[config.mk]
export PLATFORM = sky130hd
export DESIGN_NAME = bnn_xnor_popcnt
export DESIGN_NICKNAME = d
export VERILOG_FILES = /design/src/rtl/bnn_xnor_popcnt.sv
export SDC_FILE = /design/constraint.sdc
export NUM_CORES = 1
export LEC_CHECK = 0
export ABC_AREA = 1
export BUFFER_PORTS_ARGS = -buffer_cell sky130_fd_sc_hd__buf_4
export CAP_MARGIN = 20
export CORE_MARGIN = 2
export CORE_UTILIZATION = 50
export CTS_BUF_LIST = sky130_fd_sc_hd__clkbuf_4
export DETAILED_ROUTE_END_ITERATION = 7
export GPL_TIMING_DRIVEN = 0
export PLACE_DENSITY = 0.73
export SLEW_MARGIN = 10
export SYNTH_ARGS = -nofsm -noshare
export SYNTH_HDL_FRONTEND = slang
export SYNTH_SLANG_ARGS = --single-unit
[constraint.sdc]
create_clock -name clk -period 9.2 [get_ports clk]
set_input_delay 1.84 -clock clk [delete_from_list [all_inputs] [get_ports clk]]
set_output_delay 1.84 -clock clk [all_outputs]
set_load 0.05 [all_outputs]
[src/rtl/bnn_xnor_popcnt.sv]
// Binary-NN neuron datapath: accumulates popcount(XNOR(act, wgt)) over N_WORDS beats per
// neuron, thresholds each sum to one bit, and packs 32 bits LSB-first into an output word.
module bnn_xnor_popcnt #(
    parameter int N_WORDS = 4,
    parameter int ACC_W   = 8
) (
    input  logic             clk,
    input  logic             rst,
    input  logic             start,
    input  logic [15:0]      cfg_neurons,
    input  logic [ACC_W-1:0] cfg_thresh,
    input  logic             in_valid,
    output logic             in_ready,
    input  logic [31:0]      in_act,
    input  logic [31:0]      in_wgt,
    output logic             out_valid,
    input  logic             out_ready,
    output logic [31:0]      out_word,
    output logic             out_last,
    output logic             busy,
    output logic             done
);

    localparam int WC_W = (N_WORDS > 1) ? $clog2(N_WORDS) : 1;

    typedef enum logic [1:0] {IDLE, RUN, HOLD, DONE} state_t;

    state_t           state;
    logic [ACC_W-1:0] acc;
    logic [WC_W-1:0]  word_cnt;
    logic [4:0]       bit_cnt;
    logic [15:0]      neuron_cnt;
    logic [31:0]      shreg;
    logic [15:0]      neurons_q;
    logic [ACC_W-1:0] thresh_q;

    logic [5:0]       pc;
    logic [ACC_W-1:0] sum;
    logic             neuron_bit;
    logic             last_beat;
    logic             final_neuron;
    logic [31:0]      new_shreg;

    function automatic logic [5:0] popcount32(input logic [31:0] v);
        logic [5:0] c;
        c = '0;
        for (int i = 0; i < 32; i++) begin
            c = c + {5'd0, v[i]};
        end
        return c;
    endfunction

    always_comb begin
        pc           = popcount32(~(in_act ^ in_wgt));
        sum          = acc + ACC_W'(pc);
        neuron_bit   = (sum >= thresh_q);
        last_beat    = (word_cnt == WC_W'(N_WORDS - 1));
        final_neuron = (neuron_cnt == neurons_q - 16'd1);
        new_shreg    = shreg | ({31'd0, neuron_bit} << bit_cnt);
    end

    assign in_ready = (state == RUN);
    assign busy     = (state != IDLE);
    assign done     = (state == DONE);

    always_ff @(posedge clk) begin
        if (rst) begin
            state      <= IDLE;
            acc        <= '0;
            word_cnt   <= '0;
            bit_cnt    <= '0;
            neuron_cnt <= '0;
            shreg      <= '0;
            neurons_q  <= '0;
            thresh_q   <= '0;
            out_valid  <= 1'b0;
            out_word   <= '0;
            out_last   <= 1'b0;
        end else begin
            case (state)
                IDLE: begin
                    if (start) begin
                        neurons_q  <= cfg_neurons;
                        thresh_q   <= cfg_thresh;
                        acc        <= '0;
                        word_cnt   <= '0;
                        bit_cnt    <= '0;
                        neuron_cnt <= '0;
                        shreg      <= '0;
                        state      <= (cfg_neurons == 16'd0) ? DONE : RUN;
                    end
                end
                RUN: begin
                    if (in_valid) begin
                        if (last_beat) begin
                            acc        <= '0;
                            word_cnt   <= '0;
                            neuron_cnt <= neuron_cnt + 16'd1;
                            bit_cnt    <= bit_cnt + 5'd1;
                            // A full word or the job's last neuron flushes the packer.
                            if (bit_cnt == 5'd31 || final_neuron) begin
                                out_word  <= new_shreg;
                                out_valid <= 1'b1;
                                out_last  <= final_neuron;
                                shreg     <= '0;
                                state     <= HOLD;
                            end else begin
                                shreg <= new_shreg;
                            end
                        end else begin
                            acc      <= sum;
                            word_cnt <= word_cnt + WC_W'(1);
                        end
                    end
                end
                HOLD: begin
                    if (out_ready) begin
                        out_valid <= 1'b0;
                        out_last  <= 1'b0;
                        state     <= out_last ? DONE : RUN;
                    end
                end
                DONE: begin
                    state <= IDLE;
                end
                default: state <= IDLE;
            endcase
        end
    end

endmodule

# After elaboration in Yosys (flattened, before gate mapping)
# Index checks and enable logic that the tools add are counted.
# Widths: inputs -> output; s select.
# op_classes
addsub	36
order_cmp	1
eq_ne	11
n_shift	1
muxes	38
n_bitwise	3
n_reduce_logical	12
# op_table
operator	n
$add 6x1->6	26
$mux 32	4
$pmux 32 s2	1
$mux 16	3
$not 32->32	1
$or 32x32->32	1
$pmux 16 s2	1
$shl 1x5->32	1
$xor 32x32->32	1
$mux 8	3
$mux 2	10
$add 16x1->16 const B	1
$eq 16x16->1	1
$logic_not 16->1	1
$pmux 8 s2	1
$sub 16x1->16 const B	1
$mux 5	3
$pmux 5 s2	1
$reduce_and 5->1	2
$add 8x6->8	1
$ge 8x8->1	1
$pmux 2 s4	1
$reduce_and 4->1	2
$mux 1	7
other kinds (19)	27
# totals
ff_bits	123
inputBits	93
out_inout_bits	37
word_cells	113

# Logic depth before layout (Yosys ltp)
# depth
word_depth	41
ltp_mapped	33
mapped_depth_nobuf	33

# Worst setup path after synthesis
# OpenSTA, ideal clock, no wires.
# synth_timing
kind	input to register
from	input port in_act[0]
to	register out_word[11]
setup_ns	0.065
arrival_time_ns	7.894
t_required_ns	9.135
path_slack_ns	1.241
cell_stages	30
path_buffers	1
path_cell_list	xnor2_1 -> fa_1 -> inv_1 -> fa_1 -> fa_1 -> fa_1 -> fa_1 -> inv_1 -> fa_1 -> fa_1 -> inv_1 -> fa_1 -> inv_1 -> nand2_1 -> nand2_1 -> a21oi_1 -> nor2_1 -> o21ai_0 -> nand2_1 -> xor2_1 -> ha_1 -> nand2_1 -> nor2_1 -> nand4_1 -> o2111ai_1 -> clkbuf_1 -> nand4_1 -> nor2_1 -> nor3_1 -> nor2_1
# synth_via
elab_chain_cells	37
# synth_lines
item	line	source
from (decl)	14	input logic [31:0] in_act,
$xor 32x32->32	54	pc = popcount32(~(in_act ^ in_wgt));
$not 32->32	54	
$add 1x1->2	48	c = c + {5'd0, v[i]};
$add 2x1->3	48	
$add 3x1->4	48	
$add 4x1->5	48	
$add 5x1->6	48	
$add 6x1->6 (26 in series)	48	
$add 8x6->8	55	sum = acc + ACC_W'(pc);
$ge 8x8->1	56	neuron_bit = (sum >= thresh_q);
$shl 1x5->32	59	new_shreg = shreg | ({31'd0, neuron_bit} << bit_cnt);
$or 32x32->32	59	
to (signal assigned)	102	out_word <= new_shreg;
to (decl)	18	output logic [31:0] out_word,
# No other way between the ends.
# A chain may end at the register's enable or synchronous reset.

# Final worst setup path
# layout_timing
from	input port in_act[4]
to	register out_word[4]
# layout_via
elab_chain_cells	34
# layout_lines
item	line
$xor 32x32->32	54
$not 32->32	54
$add 4x1->5	48
$add 5x1->6	48
$add 6x1->6 (26 in series)	48
$add 8x6->8	55
$ge 8x8->1	56
$shl 1x5->32	59
$or 32x32->32	59
# No other way between the ends.

==> impl_metrics.toml <==
[critical_path]
worstPathArrival_ps = 8760
r2r-start = "acc[0]"
timing.rr.end = "out_word[4]"
timing.critical_path.from_type = "input pin"
cp_common_cell = "fa_1"
max_stage_delay_ps = 560
r2r_cells = 30
required_ps = 9690
end_kind = "flip-flop"
critical_path_class = "in2reg"
crit_slowest_cell = "fa_1"
crit_fanout = 4
reg2reg_setup_slack_ps = 2090
crit_start = "in_act[4]"

[yosys]
synth.distinct_cells = 39
syn_nets = 1168
syn_area_um2 = 7331
syn_area_per_cell_um2 = 7.180
synth_ff_type = "dfxtp_1"
synth_edf_count = 0
synth_top_family_by_area = "simple AND/OR/NAND/NOR gates"
synth_top_area_share = 0.3359
yosysTopAreaCell = "dfxtp_1"
synth_simple_gate_area_share = 0.2572
synthAdderAreaFrac = 0.1188
ys_ff_latch = 123
post_synth_xor_area_fraction = 0.06093
synth_cells = 1021
synthMuxAreaShare = 0
yosys_warnings = 0
yosysSeqAreaShare = 0.3359
synth_area_leaders = "dfxtp_1 34%, nand2_1 12%, fa_1 7.1%"
synth-compound-area-share = 0.1324
async_reset_ff_frac = 0

[sta]
worst_pin_slew_ps = 653.8
min_period_ps = 8278
final.setup.tns_ps = 0
fin_crit_sh = 0.8998
hold_violations = 0
setup_violations = 0
fmax_mhz = 120.8
slew-limit-headroom = 0.5601
clock_skew_ps = 26.54
rsz0062_at_grt = "false"
maxSlewViolCount = 0

[grt]
track_usage = 0.2375
antenna_found_initial = 0
grt_pass1_vias = 6369
grt_overflow = 0
grt_pass1_wl_um = 30350
grt_max_degree = 17

[min_path]
min_from = "shreg[30]"
hp-class = "reg2reg"
worst_hold_path.endpoint = "shreg[30]"
holdPathStages = 2

[placed_design]
numPortBuffers = 129
hpwl_um = 14140
routabilityCongestion = 0.9068
dp.cells = 1334

[drt]
drc_errors = 0
ant_nets = 0
route.vias.total = 6832
routed_wirelength_um = 18050
drt-wirelength-per-cell_um = 13.22
drtIter0Drc = 553
drtPass1Iterations = 5
via_per_inst = 5.001

[die]
ios = 130
dieArea_um2 = 15650
die_x_um = 125.1
row_count = 44
coreArea_um2 = 14420
start_util = 0.5082
die-height_um = 125.1

[clock_network]
clkSinkCount = 123
htree_levels = 4
clk-insertion-delay-late_ps = 560
postCtsSetupRepairBufs = 0
path_clk_slew_ps = 110
cts_tree = "done"
cts_buffers = 17
cts_resized = 0
root_buffer = "clkbuf_4"
hold_buffers = 0
cts_buffer_depth = 2

[finish]
drive_gt1_frac = 0.1726
layout.nets = 1316
areaGrowthSynthToFinish_pct = 20.55
nFillCells = 1391
final_cells = 1366
num_antenna_cells = 0

[power_and_ir_drop]
pwr_density_cell_nw_per_um2 = 361.3
ir_drop_mv = 0.4440
cellLeakagePower_nw = 4.119

[run_status]
status = "complete, no violations"

[flow_run]
drv_cap = 0
## worst max-delay path by stage
stage                        end  depth (start not counted)
finish               out_word[4]                         32
global route        out_word[27]                         31
CTS                  out_word[4]                         32
detailed placement   out_word[4]                         32
global placement     out_word[4]                         32
floorplan           out_word[11]                         30
## state kept, by name, indices dropped and copies added, names as in the netlist
| register | cells |
|---|---|
| acc | 8 |
| bit_cnt | 5 |
| neuron_cnt | 16 |
| neurons_q | 16 |
| out_last | 1 |
| out_valid | 1 |
| out_word | 32 |
| shreg | 32 |
| state | 2 |
| thresh_q | 8 |
| word_cnt | 2 |
## power breakdown
group / switching (mW) / total, mW / leakage [nW] / internal (mW)
sequential: 0.0160 / 0.571 / 0.997 / 0.555
clock: 0.211 / 0.416 / 0.168 / 0.205
combinational: 1.39 / 2.21 / 2.95 / 0.813
total: 1.62 / 3.19 / 4.12 / 1.57
## stage by stage
| step | utilization | hold slack (ps) | area [um^2] | power (mW) | setup slack (ps) |
|---|---|---|---|---|---|
| after CTS | 0.6127 | 463.5 | 8837 | 3.217 | 966.6 |
| after detailed placement | 0.5913 | 447.4 | 8529 | 2.793 | 392.1 |
| after global routing | 0.6127 | 476.7 | 8837 | 3.564 | 483.7 |
| final | 0.6127 | 467.8 | 8837 | 3.193 | 922.0 |
| after global placement | 0.5913 | 444.6 | 8529 | 2.738 | 506.5 |
| after floorplan | - | 435.3 | 7331 | 2.258 | 1241 |
## synth_stat cells (9+ instances only)
master / instances
dfxtp_1: 123
nor2_1: 124
a21oi_1: 82
xor2_1: 32
xnor2_1: 19
clkbuf_1: 21
nand2_1: 231
nand4_1: 13
ha_1: 28
nand3_1: 27
nor3_1: 11
o21ai_0: 55
o21ai_1: 20
fa_1: 26
inv_1: 132
o21bai_1: 9
## kinds of logic after synthesis
| kind of cell | count (synthesis) |
|---|---|
| AND/OR/NAND/NOR | 439 |
| buffers and inverters | 174 |
| adder cells (fa/ha/maj) | 54 |
| XOR/XNOR | 51 |
| flip-flops | 123 |
| AO/OA/AOI/OAI | 180 |
## routing by layer
metal | track usage | vias up | wire length, um
li1 | - | 3542 | -
met1 | 0.3165 | 3105 | 8367
met2 | 0.3926 | 168 | 8698
met3 | 0.05648 | 17 | 801
met4 | 0.05556 | 0 | 187
met5 | 0 | - | 0
## final cells by class
cell class | count | area (um^2) | share of cell area
clock inverter | 10 | 142.6 | 0.01614
buffer | 34 | 166.4 | 0.01883
timing repair buffer | 129 | 968.4 | 0.1096
tap | 184 | 230.2 | 0.02605
clock buffer | 22 | 165.2 | 0.01869
inverter | 140 | 528.0 | 0.05975
multi-input combinational | 724 | 4174 | 0.4723
sequential | 123 | 2462 | 0.2786
## worst max-delay path: cells and delay by family
kind	cells	cell delay, ps
buffers and inverters	5	360
xor gates and xnor gates	2	300
adders and majority gates	9	4110
AOI/OAI and AO/OA	5	960
and+or+nand+nor	11	1170
## placed cells by master (no fill, tap or decap), types with 2 or more instances in the layout
| cell | instances |
|---|---|
| nor2_1 | 124 |
| a41o_1 | 4 |
| o21ai_1 | 20 |
| or2_2 | 3 |
| nor2_4 | 6 |
| nand4_1 | 13 |
| o21bai_1 | 9 |
| o21ai_0 | 55 |
| a211oi_1 | 3 |
| buf_2 | 7 |
| clkinv_2 | 2 |
| dfxtp_1 | 123 |
| nand3_1 | 27 |
| buf_1 | 2 |
| nor3_1 | 11 |
| xor2_1 | 32 |
| ha_1 | 28 |
| nand3_2 | 2 |
| buf_6 | 4 |
| nand2_2 | 6 |
| clkinv_4 | 3 |
| inv_1 | 132 |
| o21a_1 | 2 |
| bufinv_16 | 3 |
| a21oi_1 | 82 |
| nand2_1 | 231 |
| nor4_1 | 4 |
| a22oi_1 | 2 |
| clkbuf_1 | 21 |
| nand2_4 | 3 |
| inv_2 | 3 |
| clkinv_1 | 4 |
| nand4_2 | 2 |
| xnor2_1 | 19 |
| fa_1 | 26 |
| buf_4 | 129 |
| clkbuf_4 | 22 |
| nor3_2 | 2 |
| nand3b_1 | 2 |
| nor2_2 | 3 |
(Power assumes the default switching activity.)
